<file path="config.mk">
export PLATFORM = sky130hd
export DESIGN_NAME = uart_tx_frame_flat
export DESIGN_NICKNAME = d
export VERILOG_FILES = /design/src/rtl/uart_pkg.sv /design/src/rtl/uart_tx_frame_if.sv /design/src/rtl/uart_parity_calc.sv /design/src/rtl/uart_tx_frame.sv /design/src/flat_wrapper.sv
export SDC_FILE = /design/constraint.sdc
export NUM_CORES = 1
export LEC_CHECK = 0
export CELL_PAD_IN_SITES_DETAIL_PLACEMENT = 1
export CELL_PAD_IN_SITES_GLOBAL_PLACEMENT = 1
export CORE_MARGIN = 5
export CORE_UTILIZATION = 40
export DETAILED_ROUTE_END_ITERATION = 8
export PLACE_DENSITY = 0.89
export SLEW_MARGIN = 40
export SYNTH_ARGS = -nofsm -noshare
export SYNTH_HDL_FRONTEND = slang
export SYNTH_SLANG_ARGS = --single-unit
</file>
<file path="constraint.sdc">
create_clock -name CLK -period 2.75 [get_ports CLK]
set_input_delay 0.4125 -clock CLK [delete_from_list [all_inputs] [get_ports CLK]]
set_output_delay 0.4125 -clock CLK [all_outputs]
set_load 0.01 [all_outputs]
</file>
<file path="src/rtl/uart_pkg.sv">
// uart_pkg
// Definitions shared by the UART transmit and receive sides: the transmitter
// FSM state encoding and the line-level / parity-type constants. Both
// directions import the parity constants from here so they stay in agreement.
package uart_pkg;

    typedef enum logic [2:0] {
        IDLE   = 3'd0,
        START  = 3'd1,
        DATA   = 3'd2,
        PARITY = 3'd3,
        STOP   = 3'd4
    } tx_state_e;

    localparam logic PAR_EVEN  = 1'b0;
    localparam logic PAR_ODD   = 1'b1;
    localparam logic LINE_IDLE = 1'b1;
    localparam logic START_BIT = 1'b0;
    localparam logic STOP_BIT  = 1'b1;

endpackage

</file>
<file path="src/rtl/uart_tx_frame_if.sv">
// uart_tx_frame_if
// Groups the parallel request side and the serial/flow-control outputs of the
// UART transmitter.
//   P_DATA     : byte to transmit
//   Data_Valid : request strobe, honoured only while the transmitter is idle
//   PAR_EN     : 1 = append a parity bit
//   PAR_TYP    : 0 = even parity, 1 = odd parity
//   Prescale   : clock cycles per serial bit (0 behaves as 1)
//   TX_OUT     : serial line, idles high
//   Busy       : high for the whole frame, start bit through stop bit
// Modports: master = request source (register/FIFO side), slave = transmitter.
interface uart_tx_frame_if #(
    parameter int DATA_WIDTH     = 8,
    parameter int PRESCALE_WIDTH = 6
);
    logic [DATA_WIDTH-1:0]     P_DATA;
    logic                      Data_Valid;
    logic                      PAR_EN;
    logic                      PAR_TYP;
    logic [PRESCALE_WIDTH-1:0] Prescale;
    logic                      TX_OUT;
    logic                      Busy;

    modport master (
        output P_DATA, Data_Valid, PAR_EN, PAR_TYP, Prescale,
        input  TX_OUT, Busy
    );

    modport slave (
        input  P_DATA, Data_Valid, PAR_EN, PAR_TYP, Prescale,
        output TX_OUT, Busy
    );
endinterface

</file>
<file path="src/rtl/uart_parity_calc.sv">
// uart_parity_calc
// Combinational parity generator shared by the transmit and receive sides, so
// the generated bit and the checked bit always follow the same rule.
//   data    : data word the parity covers
//   par_typ : PAR_EVEN (0) or PAR_ODD (1)
//   par_bit : bit that makes the total count of ones even (or odd)
module uart_parity_calc
    import uart_pkg::*;
#(
    parameter int DATA_WIDTH = 8
) (
    input  logic [DATA_WIDTH-1:0] data,
    input  logic                  par_typ,
    output logic                  par_bit
);
    assign par_bit = (^data) ^ (par_typ == PAR_ODD);
endmodule

</file>
<file path="src/rtl/uart_tx_frame.sv">
// uart_tx_frame
// UART transmitter: serialises one latched byte as start bit, data LSB first,
// optional parity bit and stop bit, each bit held for eff_prescale clocks.
//   CLK : single clock
//   RST : synchronous, active-high reset (aborts any frame in flight)
//   bus : uart_tx_frame_if slave modport (request inputs, TX_OUT and Busy)
// TX_OUT and Busy are flops, loaded with the value of the state being entered.
module uart_tx_frame
    import uart_pkg::*;
#(
    parameter int DATA_WIDTH     = 8,
    parameter int PRESCALE_WIDTH = 6
) (
    input  logic           CLK,
    input  logic           RST,
    uart_tx_frame_if.slave bus
);
    localparam int BIT_CNT_W = (DATA_WIDTH > 1) ? $clog2(DATA_WIDTH) : 1;
    localparam logic [BIT_CNT_W-1:0] LAST_BIT = BIT_CNT_W'(DATA_WIDTH - 1);

    tx_state_e                 state;
    logic [PRESCALE_WIDTH-1:0] presc_cnt;
    logic [PRESCALE_WIDTH-1:0] presc_reg;
    logic [PRESCALE_WIDTH-1:0] eff_prescale;
    logic [BIT_CNT_W-1:0]      bit_cnt;
    logic [BIT_CNT_W-1:0]      bit_cnt_nxt;
    logic [DATA_WIDTH-1:0]     data_reg;
    logic                      par_en_reg;
    logic                      par_typ_reg;
    logic                      tx_reg;
    logic                      busy_reg;
    logic                      parity_bit;
    logic                      bit_end;

    // Parity is taken from the latched byte so live P_DATA cannot disturb it.
    uart_parity_calc #(
        .DATA_WIDTH (DATA_WIDTH)
    ) u_parity (
        .data    (data_reg),
        .par_typ (par_typ_reg),
        .par_bit (parity_bit)
    );

    // A zero prescale would never reach its terminal count, so it runs as 1.
    assign eff_prescale = (bus.Prescale == '0) ? PRESCALE_WIDTH'(1) : bus.Prescale;
    assign bit_end      = (presc_cnt == presc_reg - PRESCALE_WIDTH'(1));
    assign bit_cnt_nxt  = bit_cnt + BIT_CNT_W'(1);

    always_ff @(posedge CLK) begin
        if (RST) begin
            state       <= IDLE;
            presc_cnt   <= '0;
            presc_reg   <= '0;
            bit_cnt     <= '0;
            data_reg    <= '0;
            par_en_reg  <= 1'b0;
            par_typ_reg <= 1'b0;
            tx_reg      <= LINE_IDLE;
            busy_reg    <= 1'b0;
        end else if (state == IDLE) begin
            presc_cnt <= '0;
            bit_cnt   <= '0;
            tx_reg    <= LINE_IDLE;
            busy_reg  <= 1'b0;
            if (bus.Data_Valid) begin
                data_reg    <= bus.P_DATA;
                par_en_reg  <= bus.PAR_EN;
                par_typ_reg <= bus.PAR_TYP;
                presc_reg   <= eff_prescale;
                state       <= START;
                tx_reg      <= START_BIT;
                busy_reg    <= 1'b1;
            end
        end else if (!bit_end) begin
            presc_cnt <= presc_cnt + PRESCALE_WIDTH'(1);
        end else begin
            // End of the current bit: wrap the counter and load the next bit.
            presc_cnt <= '0;
            case (state)
                START: begin
                    state   <= DATA;
                    bit_cnt <= '0;
                    tx_reg  <= data_reg[0];
                end
                DATA: begin
                    if (bit_cnt == LAST_BIT) begin
                        bit_cnt <= '0;
                        if (par_en_reg) begin
                            state  <= PARITY;
                            tx_reg <= parity_bit;
                        end else begin
                            state  <= STOP;
                            tx_reg <= STOP_BIT;
                        end
                    end else begin
                        bit_cnt <= bit_cnt_nxt;
                        tx_reg  <= data_reg[bit_cnt_nxt];
                    end
                end
                PARITY: begin
                    state  <= STOP;
                    tx_reg <= STOP_BIT;
                end
                default: begin
                    // STOP (or an illegal encoding) returns the line to idle.
                    state    <= IDLE;
                    tx_reg   <= LINE_IDLE;
                    busy_reg <= 1'b0;
                end
            endcase
        end
    end

    assign bus.TX_OUT = tx_reg;
    assign bus.Busy   = busy_reg;

endmodule

</file>
<file path="src/flat_wrapper.sv">
// flat-port wrapper written by rule: the top's interface ports become plain ports
module uart_tx_frame_flat import uart_pkg::*;
#(
    parameter int DATA_WIDTH     = 8,
    parameter int PRESCALE_WIDTH = 6
)
  (CLK, RST, bus_P_DATA, bus_Data_Valid, bus_PAR_EN, bus_PAR_TYP, bus_Prescale, bus_TX_OUT, bus_Busy);
  uart_tx_frame_if #(.DATA_WIDTH(DATA_WIDTH), .PRESCALE_WIDTH(PRESCALE_WIDTH)) bus_i ();
  input  logic CLK;
  input  logic RST;
  input wire logic [$bits(bus_i.P_DATA)-1:0] bus_P_DATA;
  input wire logic [$bits(bus_i.Data_Valid)-1:0] bus_Data_Valid;
  input wire logic [$bits(bus_i.PAR_EN)-1:0] bus_PAR_EN;
  input wire logic [$bits(bus_i.PAR_TYP)-1:0] bus_PAR_TYP;
  input wire logic [$bits(bus_i.Prescale)-1:0] bus_Prescale;
  output wire logic [$bits(bus_i.TX_OUT)-1:0] bus_TX_OUT;
  output wire logic [$bits(bus_i.Busy)-1:0] bus_Busy;
  assign bus_i.P_DATA = bus_P_DATA;
  assign bus_i.Data_Valid = bus_Data_Valid;
  assign bus_i.PAR_EN = bus_PAR_EN;
  assign bus_i.PAR_TYP = bus_PAR_TYP;
  assign bus_i.Prescale = bus_Prescale;
  assign bus_TX_OUT = bus_i.TX_OUT;
  assign bus_Busy = bus_i.Busy;
  uart_tx_frame #(.DATA_WIDTH(DATA_WIDTH), .PRESCALE_WIDTH(PRESCALE_WIDTH)) u_core (.CLK(CLK), .RST(RST), .bus(bus_i));
endmodule
</file>
Word level (Yosys, flattened, before mapping)

Index checks and enable logic that the tools add are counted.

$lt $le $gt $ge: 1
Reduce and logical (&&, ||, !) cells: 12
Equal/unequal tests: 8
Bitwise logic cells: 1
Add/subtract/negate cells: 3
Multiplexer cells: 21

Operators by type and width:

| cell                                                   | count |
|---|---|
| 2-to-1 mux 3 bit                                       | 6 |
| 2-to-1 mux 1 bit                                       | 10 |
| one-hot mux 3 bit (3 select lines)                     | 1 |
| parity 8 bit                                           | 1 |
| adder 6 x 1 -> 6 bit (second input constant)           | 1 |
| equality test 3 x 2 -> 1 bit (second input constant)   | 2 |
| equality test 6 bit                                    | 1 |
| zero test 6 bit                                        | 1 |
| 2-to-1 mux 6 bit                                       | 1 |
| one-hot mux 3 bit (2 select lines)                     | 1 |
| AND reduction 2 bit                                    | 3 |
| OR reduction 3 bit                                     | 2 |
| subtractor 6 x 1 -> 6 bit (second input constant)      | 1 |
| < comparator 3 x 4 -> 1 bit (second input constant)    | 1 |
| nonzero test 2 bit                                     | 2 |
| adder 3 x 1 -> 3 bit (second input constant)           | 1 |
| binary-select mux 1 bit (select 3 bit)                 | 1 |
| equality test 3 x 1 -> 1 bit (second input constant)   | 1 |
| equality test 3 bit (second input constant)            | 1 |
| zero test 3 bit                                        | 1 |
| inequality test 3 x 1 -> 1 bit (second input constant) | 1 |
| AND reduction 3 bit                                    | 1 |
| inequality test 2 x 1 -> 1 bit (second input constant) | 1 |
| inequality test 2 bit (second input constant)          | 1 |
| other kinds (3)                                        | 3 |

Flip-flop bits (word level): 30
Bits of input ports: 19
Output and inout bits: 2
Word-level logic and storage cells: 55

Longest topological paths before layout

Gate-level depths: netlist of the first run.

Depth after elaboration: 7
Mapped depth: 9
Depth with buffers taken out: 8

By module

A second synthesis of the first run with hierarchy kept.

Cells, all modules: 184
Area, all modules: 1641.6 µm²

Modules (own cells, without submodules):

| module           | instances | area an instance (µm²) | sequential area each (µm²) | cells an instance |
|---|---|---|---|---|
| uart_tx_frame    | 1         | 1559.0                 | 600.6                      | 177 |
| uart_parity_calc | 1         | 82.6                   | 0.0                        | 7 |

Worst setup path before layout of the first run

OpenSTA, ideal clock, no wires.

Path type: reg2reg
Start point: register u_core.bit_cnt[0]
End point: register u_core.tx_reg, in the netlist u_core.bus.TX_OUT
Cell stages (with the launch flop): 7
Arrival time: 1.879 ns
Clock period less this slack: 2.000 ns
Setup slack: 0.750 ns
Required time: 2.629 ns
Setup time: 0.121 ns
Buffers on the path: 0
Cell sequence: dfxtp_1 > ha_1 > mux4_2 > mux2_2 > o32a_1 > o22ai_1 > o21ai_1

Word-level cells in the longest chain between the ends: 7
Elaborated cells between the ends (all ways): 8
Those cells by class: add/sub: 1; eq/ne: 1; mux: 6

Ends and longest elaborated chain:

| what                                   | line                | text |
|---|---|---|
| start: declaration                     | uart_tx_frame.sv:25 | `logic [BIT_CNT_W-1:0] bit_cnt;` |
| start signal: assignment               | uart_tx_frame.sv:96 | `bit_cnt <= bit_cnt_nxt;` |
| adder 3 x 1 -> 3 bit                   | uart_tx_frame.sv:47 | `assign bit_cnt_nxt = bit_cnt + BIT_CNT_W'(1);` |
| binary-select mux 1 bit (select 3 bit) | uart_tx_frame.sv:97 | `tx_reg <= data_reg[bit_cnt_nxt];` |
| 2-to-1 mux 1 bit (implied by the code) | uart_tx_frame.sv:97 |  |
| 2-to-1 mux 1 bit *                     | uart_tx_frame.sv:86 | `if (bit_cnt == LAST_BIT) begin` |
| one-hot mux 1 bit (2 select lines) *   | uart_tx_frame.sv:79 | `case (state)` |
| 2-to-1 mux 1 bit *                     | uart_tx_frame.sv:74 | `end else if (!bit_end) begin` |
| 2-to-1 mux 1 bit *                     | uart_tx_frame.sv:60 | `end else if (state == IDLE) begin` |
| end signal: assignment                 | uart_tx_frame.sv:83 | `tx_reg <= data_reg[0];` |
| end signal: assignment                 | uart_tx_frame.sv:90 | `tx_reg <= parity_bit;` |
| end signal: assignment                 | uart_tx_frame.sv:97 |  |
| end: declaration                       | uart_tx_frame.sv:30 | `logic tx_reg;` |

Every way passes the cells marked *; elsewhere a longest branch is shown, timed or not. The select of a mux whose other input is x is not followed.
A chain may end at the register's enable or synchronous reset.

Worst setup path in the final report of the first run

Start point: register u_core.presc_reg[0]
End point: register u_core.bit_cnt[1]

Word-level cells in the longest chain between the ends: 3

Ends and longest elaborated chain:

| what                                 | line                | text |
|---|---|---|
| start: declaration                   | uart_tx_frame.sv:23 | `logic [PRESCALE_WIDTH-1:0] presc_reg;` |
| start signal: assignment             | uart_tx_frame.sv:69 | `presc_reg <= eff_prescale;` |
| subtractor 6 x 1 -> 6 bit            | uart_tx_frame.sv:46 | `assign bit_end = (presc_cnt == presc_reg - PRESCALE_WIDTH'(1));` |
| equality test 6 bit                  | uart_tx_frame.sv:46 |  |
| AND reduction 2 bit (no source line) | --                  |  |

Every way passes these cells.

==> flow_summary.json, run 1 <==
{
  "topRoutingLayerUsed": "met4",
  "ys_seq_area_share_pct": 37.9,
  "pwr-share-seq_pct": 43.0,
  "slew_violations": 0,
  "synthToLayoutAreaGrowth_pct": 21.0,
  "row_count": 22,
  "overflow": 0,
  "hold_viol_final": 0,
  "worst_slew_pin_slew_ps": 557,
  "end_kind": "register",
  "setup-violations-final": 0,
  "cts_max_path_buffers": 2,
  "cts.sinks": 30,
  "fp.coreArea_mm2": 0.00374,
  "cts-htree-levels": 2,
  "postLayoutCoreUtil_pct": 51.2,
  "met1_length_um": 1630,
  "yosysWarnings": 0,
  "nFillCells": 467,
  "dp_hpwl_um": 2820,
  "vias_per_cell": 5.39,
  "cts_root_buffer": "clkbuf_8",
  "syn_area_per_cell_um2": 8.52,
  "route.detailed.drc": 0,
  "reg2reg_depth": 7,
  "wl_met3_um": 139,
  "ys_async_sr_fraction_pct": 0,
  "hold_depth": 2,
  "cts.clk_slew.worst_paths_ps": 70,
  "fin_tns_setup_ps": 0,
  "ant_nets": 0,
  "drt_iter0_drc": 46,
  "swShare_pct": 31.2,
  "maxCapViolCount": 0,
  "cp.arrival_ps": 2500,
  "synth_common_cells": "nand2_1, dfxtp_1, a21oi_1, xnor2_1, nor2_1",
  "cts_tree": "yes",
  "yosysMostFrequentCell": "nand2_1",
  "rsz0062_at_grt": "false",
  "grt_max_degree": 16,
  "insertion_delay_ps": 280,
  "power.density_mw_per_mm2": 623,
  "avgRoutedWirePerCell_um": 14.9,
  "synth-seq-cells": 30,
  "slew_headroom_pct": 62.8,
  "n_antenna_cell": 0,
  "period_share_pct": 83.2,
  "synth.largest_area_cell": "dfxtp_1",
  "critical_path_class": "register to register",
  "die_h_um": 72.9,
  "drt_first_pass_iters": 4,
  "worstReg2RegStart": "u_core.presc_reg[0]",
  "ys_types": 34,
  "cts_setup_buffers": 0,
  "finalCriticalPeriod_ps": 2290,
  "dr_wl_met2_um": 1980,
  "nets": 230,
  "synth_area_mm2": 0.00158,
  "power_frac_clock_pct": 31.3,
  "min_path_type": "register to register",
  "routed_wl_um": 3810,
  "cts_resized": 0,
  "total_leakage_power_nw": 0.691,
  "start_util_pct": 42.3,
  "ir_drop_mv": 0.327,
  "place_ws_ps": 493,
  "p_sw_mw": 0.372,
  "worst_setup_path_start_kind": "register",
  "cp_max_fo": 12,
  "largest_reg_flops": 8,
  "netlist_instances": 186,
  "p_int_mw": 0.821,
  "holdBufCountCts": 0,
  "drive_gt1_share_pct": 9.62,
  "ioPinCount": 21,
  "synthTopCellsByArea": "dfxtp_1, nand2_1, xnor2_1, a21oi_1, ha_1",
  "required_ps": 2960,
  "io_buffers": 20,
  "grt_pass1_wl_um": 6550,
  "p_comb_share_pct": 25.7,
  "setup_ws_ps": 461,
  "numCtsBuffers": 5,
  "grt_pass1_vias": 1433,
  "synth_edf_count": 0,
  "hp-start": "u_core.bit_cnt[1]",
  "status": "complete, no violations",
  "r2r_slack_ps": 460,
  "reg2reg_to": "u_core.bit_cnt[1]",
  "synthesis.nets": 209,
  "whs_ps": 476,
  "die_area_mm2": 0.00532,
  "gp_congestion": 0.792,
  "min_to": "u_core.bit_cnt[1]",
  "synth_top_flop_cell": "dfxtp_1",
  "finClkSkew_ps": 5.41,
  "die_x_um": 72.9,
  "antenna_found_initial": 0,
  "synth_top_cell_area_share_pct": 37.9,
  "vias": 1379,
  "track_usage_pct": 16.2,
  "fmax_ghz": 0.437
}
## area by class of cell
class	instances	area, µm²	area share [%]
flip-flops and latches	30	601	31.3
inverters	5	18.8	0.979
well taps	48	60.1	3.13
clock buffers	7	86.3	4.50
clock inverters	1	5.00	0.261
multi-input cells	142	923	48.2
repair buffers	23	223	11.6
## power groups by stage
| stage | logic (mW) | clock network (mW) | registers [mW] |
|---|---|---|---|
| floorplan | 0.222 | 0 | 0.509 |
| global placement | 0.298 | 0 | 0.521 |
| detailed placement | 0.308 | 0 | 0.522 |
| CTS | 0.311 | 0.379 | 0.513 |
| global route | 0.341 | 0.405 | 0.518 |
| finish | 0.307 | 0.373 | 0.513 |
## critical path: stages (launching register included)
cell and delay, ps:
dfxtp_1 370, inv_1 60, ha_1 300, xnor2_1 160, a2111oi_4 350, nand4_2 340, a211oi_2 400, mux2i_1 230
## cells by family after synthesis
kind of cell | after synthesis | share of synthesized area, %
AO/OA/AOI/OAI | 37 | 16.3
XOR/XNOR | 20 | 11.1
adder cells (fa/ha/maj) | 4 | 3.16
buffers and inverters | 14 | 3.79
flip-flops | 30 | 37.9
multiplexers | 7 | 6.16
AND/OR/NAND/NOR | 74 | 21.6
## stage by stage
step	cells	power [mW]	instance area, µm²
final	256	1.19	1920
after global routing	256	1.26	1920
after CTS	256	1.20	1920
after detailed placement	248	0.830	1830
after global placement	248	0.819	1830
after floorplan	186	0.732	1580
## metal layers
metal | global-route usage, % | vias up
li1 | - | 683
met1 | 17.4 | 668
met2 | 29.6 | 21
met3 | 4.13 | 7
met4 | 7.38 | 0
met5 | 0 | -
## worst max path at each step
stage / from / to / slack [ps] / cells after the start
6_report: u_core.presc_reg[0] / u_core.bit_cnt[1] / 460 / 7
5_1_grt: u_core.presc_reg[0] / u_core.state[1] / 300 / 7
3_5_place_dp: u_core.presc_reg[0] / u_core.bit_cnt[1] / 490 / 7
3_3_place_gp: u_core.presc_reg[0] / u_core.bit_cnt[1] / 590 / 7
2_1_floorplan: u_core.bit_cnt[0] / u_core.bus.TX_OUT / 750 / 6
4_1_cts: u_core.presc_reg[0] / u_core.bit_cnt[1] / 460 / 7
## layout by cell type, fill, tap and decap left out, types with 3 or more instances in the layout
cell	instances
nand2_1	41
dfxtp_1	30
a21oi_1	21
clkdlybuf4s50_1	20
xnor2_1	15
nor2_1	12
clkbuf_8	6
inv_1	5
xor2_1	5
o21ai_0	4
ha_1	4
nor3_1	3
or3_1	3
mux2i_1	3
nand4b_1	3
buf_4	3
Note: power is estimated with default switching activity, not from simulation.
==> run 2: changes to the inputs <==
Settings changed: CORE_UTILIZATION 40 to 37, PLACE_DENSITY 0.89 to 0.87.
Clock period 2.75 ns to 2.1 ns, I/O delays scaled along.
==> run 2 against run 1 <==
  * Die area is 7.0% higher
  * Non-clock buffer count is 9 higher
  * Core utilization down 1.7 points
  * Fmax grew 14%
  * Wire length is 4.8% higher
  * Power is 33% higher
  * Clock power increased by 27%
  * Design area grew 5.5%
  * Worst hold slack gained 5.7 ps
  * Largest power group unchanged
  * Highest routed layer unchanged
==> flow_summary.json, run 2 (same netlist as run 1, synthesis figures left out) <==
{
  "hold_viol_final": 0,
  "dp_hpwl_um": 2950,
  "gp_congestion": 0.763,
  "cts.sinks": 30,
  "register_area_um2": 603,
  "worst_slew_pin_slew_ps": 381,
  "setup-violations-final": 0,
  "worstPathCellList": "ha_4 > ha_1 > mux4_2 > mux2_2 > o32a_1 > o22ai_1 > o21ai_1",
  "worst_setup_path_start_kind": "register",
  "ant_nets": 0,
  "n_antenna_cell": 0,
  "grt_pass1_vias": 1458,
  "layout_common_cells": "nand2_1, dfxtp_1, a21oi_1, clkdlybuf4s50_1, xnor2_1",
  "slowest_delay_ps": 340,
  "cts_max_path_buffers": 2,
  "cts-htree-levels": 2,
  "critical_path_class": "register to register",
  "vias_per_cell": 5.18,
  "r2r_slack_ps": 90,
  "fmax_ghz": 0.499,
  "reg2reg_depth": 7,
  "finalCriticalPeriod_ps": 2010,
  "drt_iter0_drc": 38,
  "slew_headroom_pct": 74.4,
  "nFillCells": 499,
  "postLayoutCoreUtil_pct": 49.5,
  "maxCapViolCount": 0,
  "drt_first_pass_iters": 4,
  "status": "complete, no violations",
  "slowest_stage": "dfxtp_1",
  "min_path_type": "register to register",
  "avgRoutedWirePerCell_um": 14.9,
  "die_h_um": 75.4,
  "die_area_mm2": 0.00569,
  "cts_tree": "yes",
  "numCtsBuffers": 5,
  "end_kind": "register",
  "fin_area_mm2": 0.00202,
  "overflow": 0,
  "ioPinCount": 21,
  "hp-start": "u_core.presc_cnt[0]",
  "antenna_found_initial": 0,
  "row_count": 23,
  "hold_depth": 1,
  "largest_reg_flops": 8,
  "grt_max_degree": 16,
  "cts.clk_slew.worst_paths_ps": 60,
  "vias": 1383,
  "cp_max_fo": 3,
  "cts_root_buffer": "clkbuf_8",
  "start_util_pct": 38.8,
  "slew_violations": 0,
  "insertion_delay_ps": 280,
  "period_share_pct": 95.5,
  "io_buffers": 20,
  "reg2reg_to": "u_core.bus.TX_OUT",
  "worstReg2RegStart": "u_core.bit_cnt[1]",
  "ir_drop_mv": 0.424,
  "finClkSkew_ps": 6.77,
  "whs_ps": 482,
  "fp.coreArea_mm2": 0.00409,
  "total_leakage_power_nw": 0.736,
  "post_dp_cell_area_mm2": 0.00189,
  "track_usage_pct": 15.9,
  "drive_gt1_share_pct": 15.7,
  "synthToLayoutAreaGrowth_pct": 27.6,
  "required_ps": 2270,
  "cp.arrival_ps": 2170,
  "routed_wl_um": 3990,
  "power.density_mw_per_mm2": 782,
  "min_to": "u_core.presc_cnt[0]",
  "multi_input_area_um2": 952,
  "nets": 239,
  "final_common_cell": "nand2_1",
  "die_x_um": 75.4,
  "route.detailed.drc": 0,
  "grt_pass1_wl_um": 6710
}
run 2: cell count changes in the layout (fill, tap and decap cells not counted):
cell,delta
buf_6,+1
a21oi_1,-1
ha_4,+1
dfxtp_2,+2
ha_1,-1
buf_4,+8
a211oi_4,+1
nor3_2,+1
a21oi_2,+1
dfxtp_1,-2
a211oi_2,-1
nor3_1,-1
run 2: per-layer routing:
metal / routed length [µm] / global-route usage [%] / up-vias
met4: 76 / 7.18 / 0
li1: - / - / 697
met3: 104 / 3.56 / 6
met1: 1720 / 17.8 / 661
met2: 2090 / 28.4 / 19
met5: 0 / 0 / -
run 2: through the flow:
stage / cells / setup slack (ps) / TNS, ps / total power, mW
after floorplan: 186 / 100 / 0 / 0.958
after global placement: 258 / 81.9 / 0 / 1.09
after detailed placement: 258 / -16.5 / -16.5 / 1.11
after CTS: 266 / 0.893 / 0 / 1.60
after global routing: 267 / -8.50 / -8.50 / 1.67
final: 267 / 94.4 / 0 / 1.58
run 2: cell type report:
class / count / area share, %
Multi-Input combinational cell: 142 / 47.1
Sequential cell: 30 / 29.8
Timing Repair Buffer: 32 / 14.5
Clock buffer: 7 / 4.27
Tap cell: 50 / 3.09
Inverter: 5 / 0.928
Clock inverter: 1 / 0.248
run 2: worst max-delay path by stage:
| stage | startpoint | to | slack [ps] |
|---|---|---|---|
| 5_1_grt | u_core.bit_cnt[0] | u_core.bus.TX_OUT | -9 |
| 6_report | u_core.bit_cnt[1] | u_core.bus.TX_OUT | 90 |
| 4_1_cts | u_core.presc_reg[0] | u_core.state[1] | 0.9 |
| 3_5_place_dp | u_core.presc_reg[0] | u_core.bit_cnt[1] | -20 |
| 2_1_floorplan | u_core.bit_cnt[0] | u_core.bus.TX_OUT | 100 |
| 3_3_place_gp | u_core.bit_cnt[0] | u_core.bus.TX_OUT | 80 |
run 2: timing repair:
| item | in CTS | in global routing |
|---|---|---|
| pin swaps | 0 | 2 |
| endpoints found under the setup margin | 3 | 6 |
| gates resized for setup | 2 | 5 |
| cloned | 0 | 0 |
| hold buffers | 0 | 0 |
| buffers inserted | 0 | 1 |
run 2: critical path, delay by kind of cell, from the launching register on:
kind / cells / cell delay [ps]
adder cells (fa/ha/maj): 2 / 480
multiplexers: 2 / 570
flip-flops: 1 / 340
AO/OA/AOI/OAI: 3 / 510
run 2: power breakdown:
group,switching [mW],internal (mW)
clock,0.210,0.264
combinational,0.225,0.213
sequential,0.0521,0.618
total,0.488,1.09
==> run 3: changes to the inputs <==
Settings changed: CAP_MARGIN from default to 20.
==> results of run 3 <==
No change in the layout: final DEF, timing and power equal those of run 2.
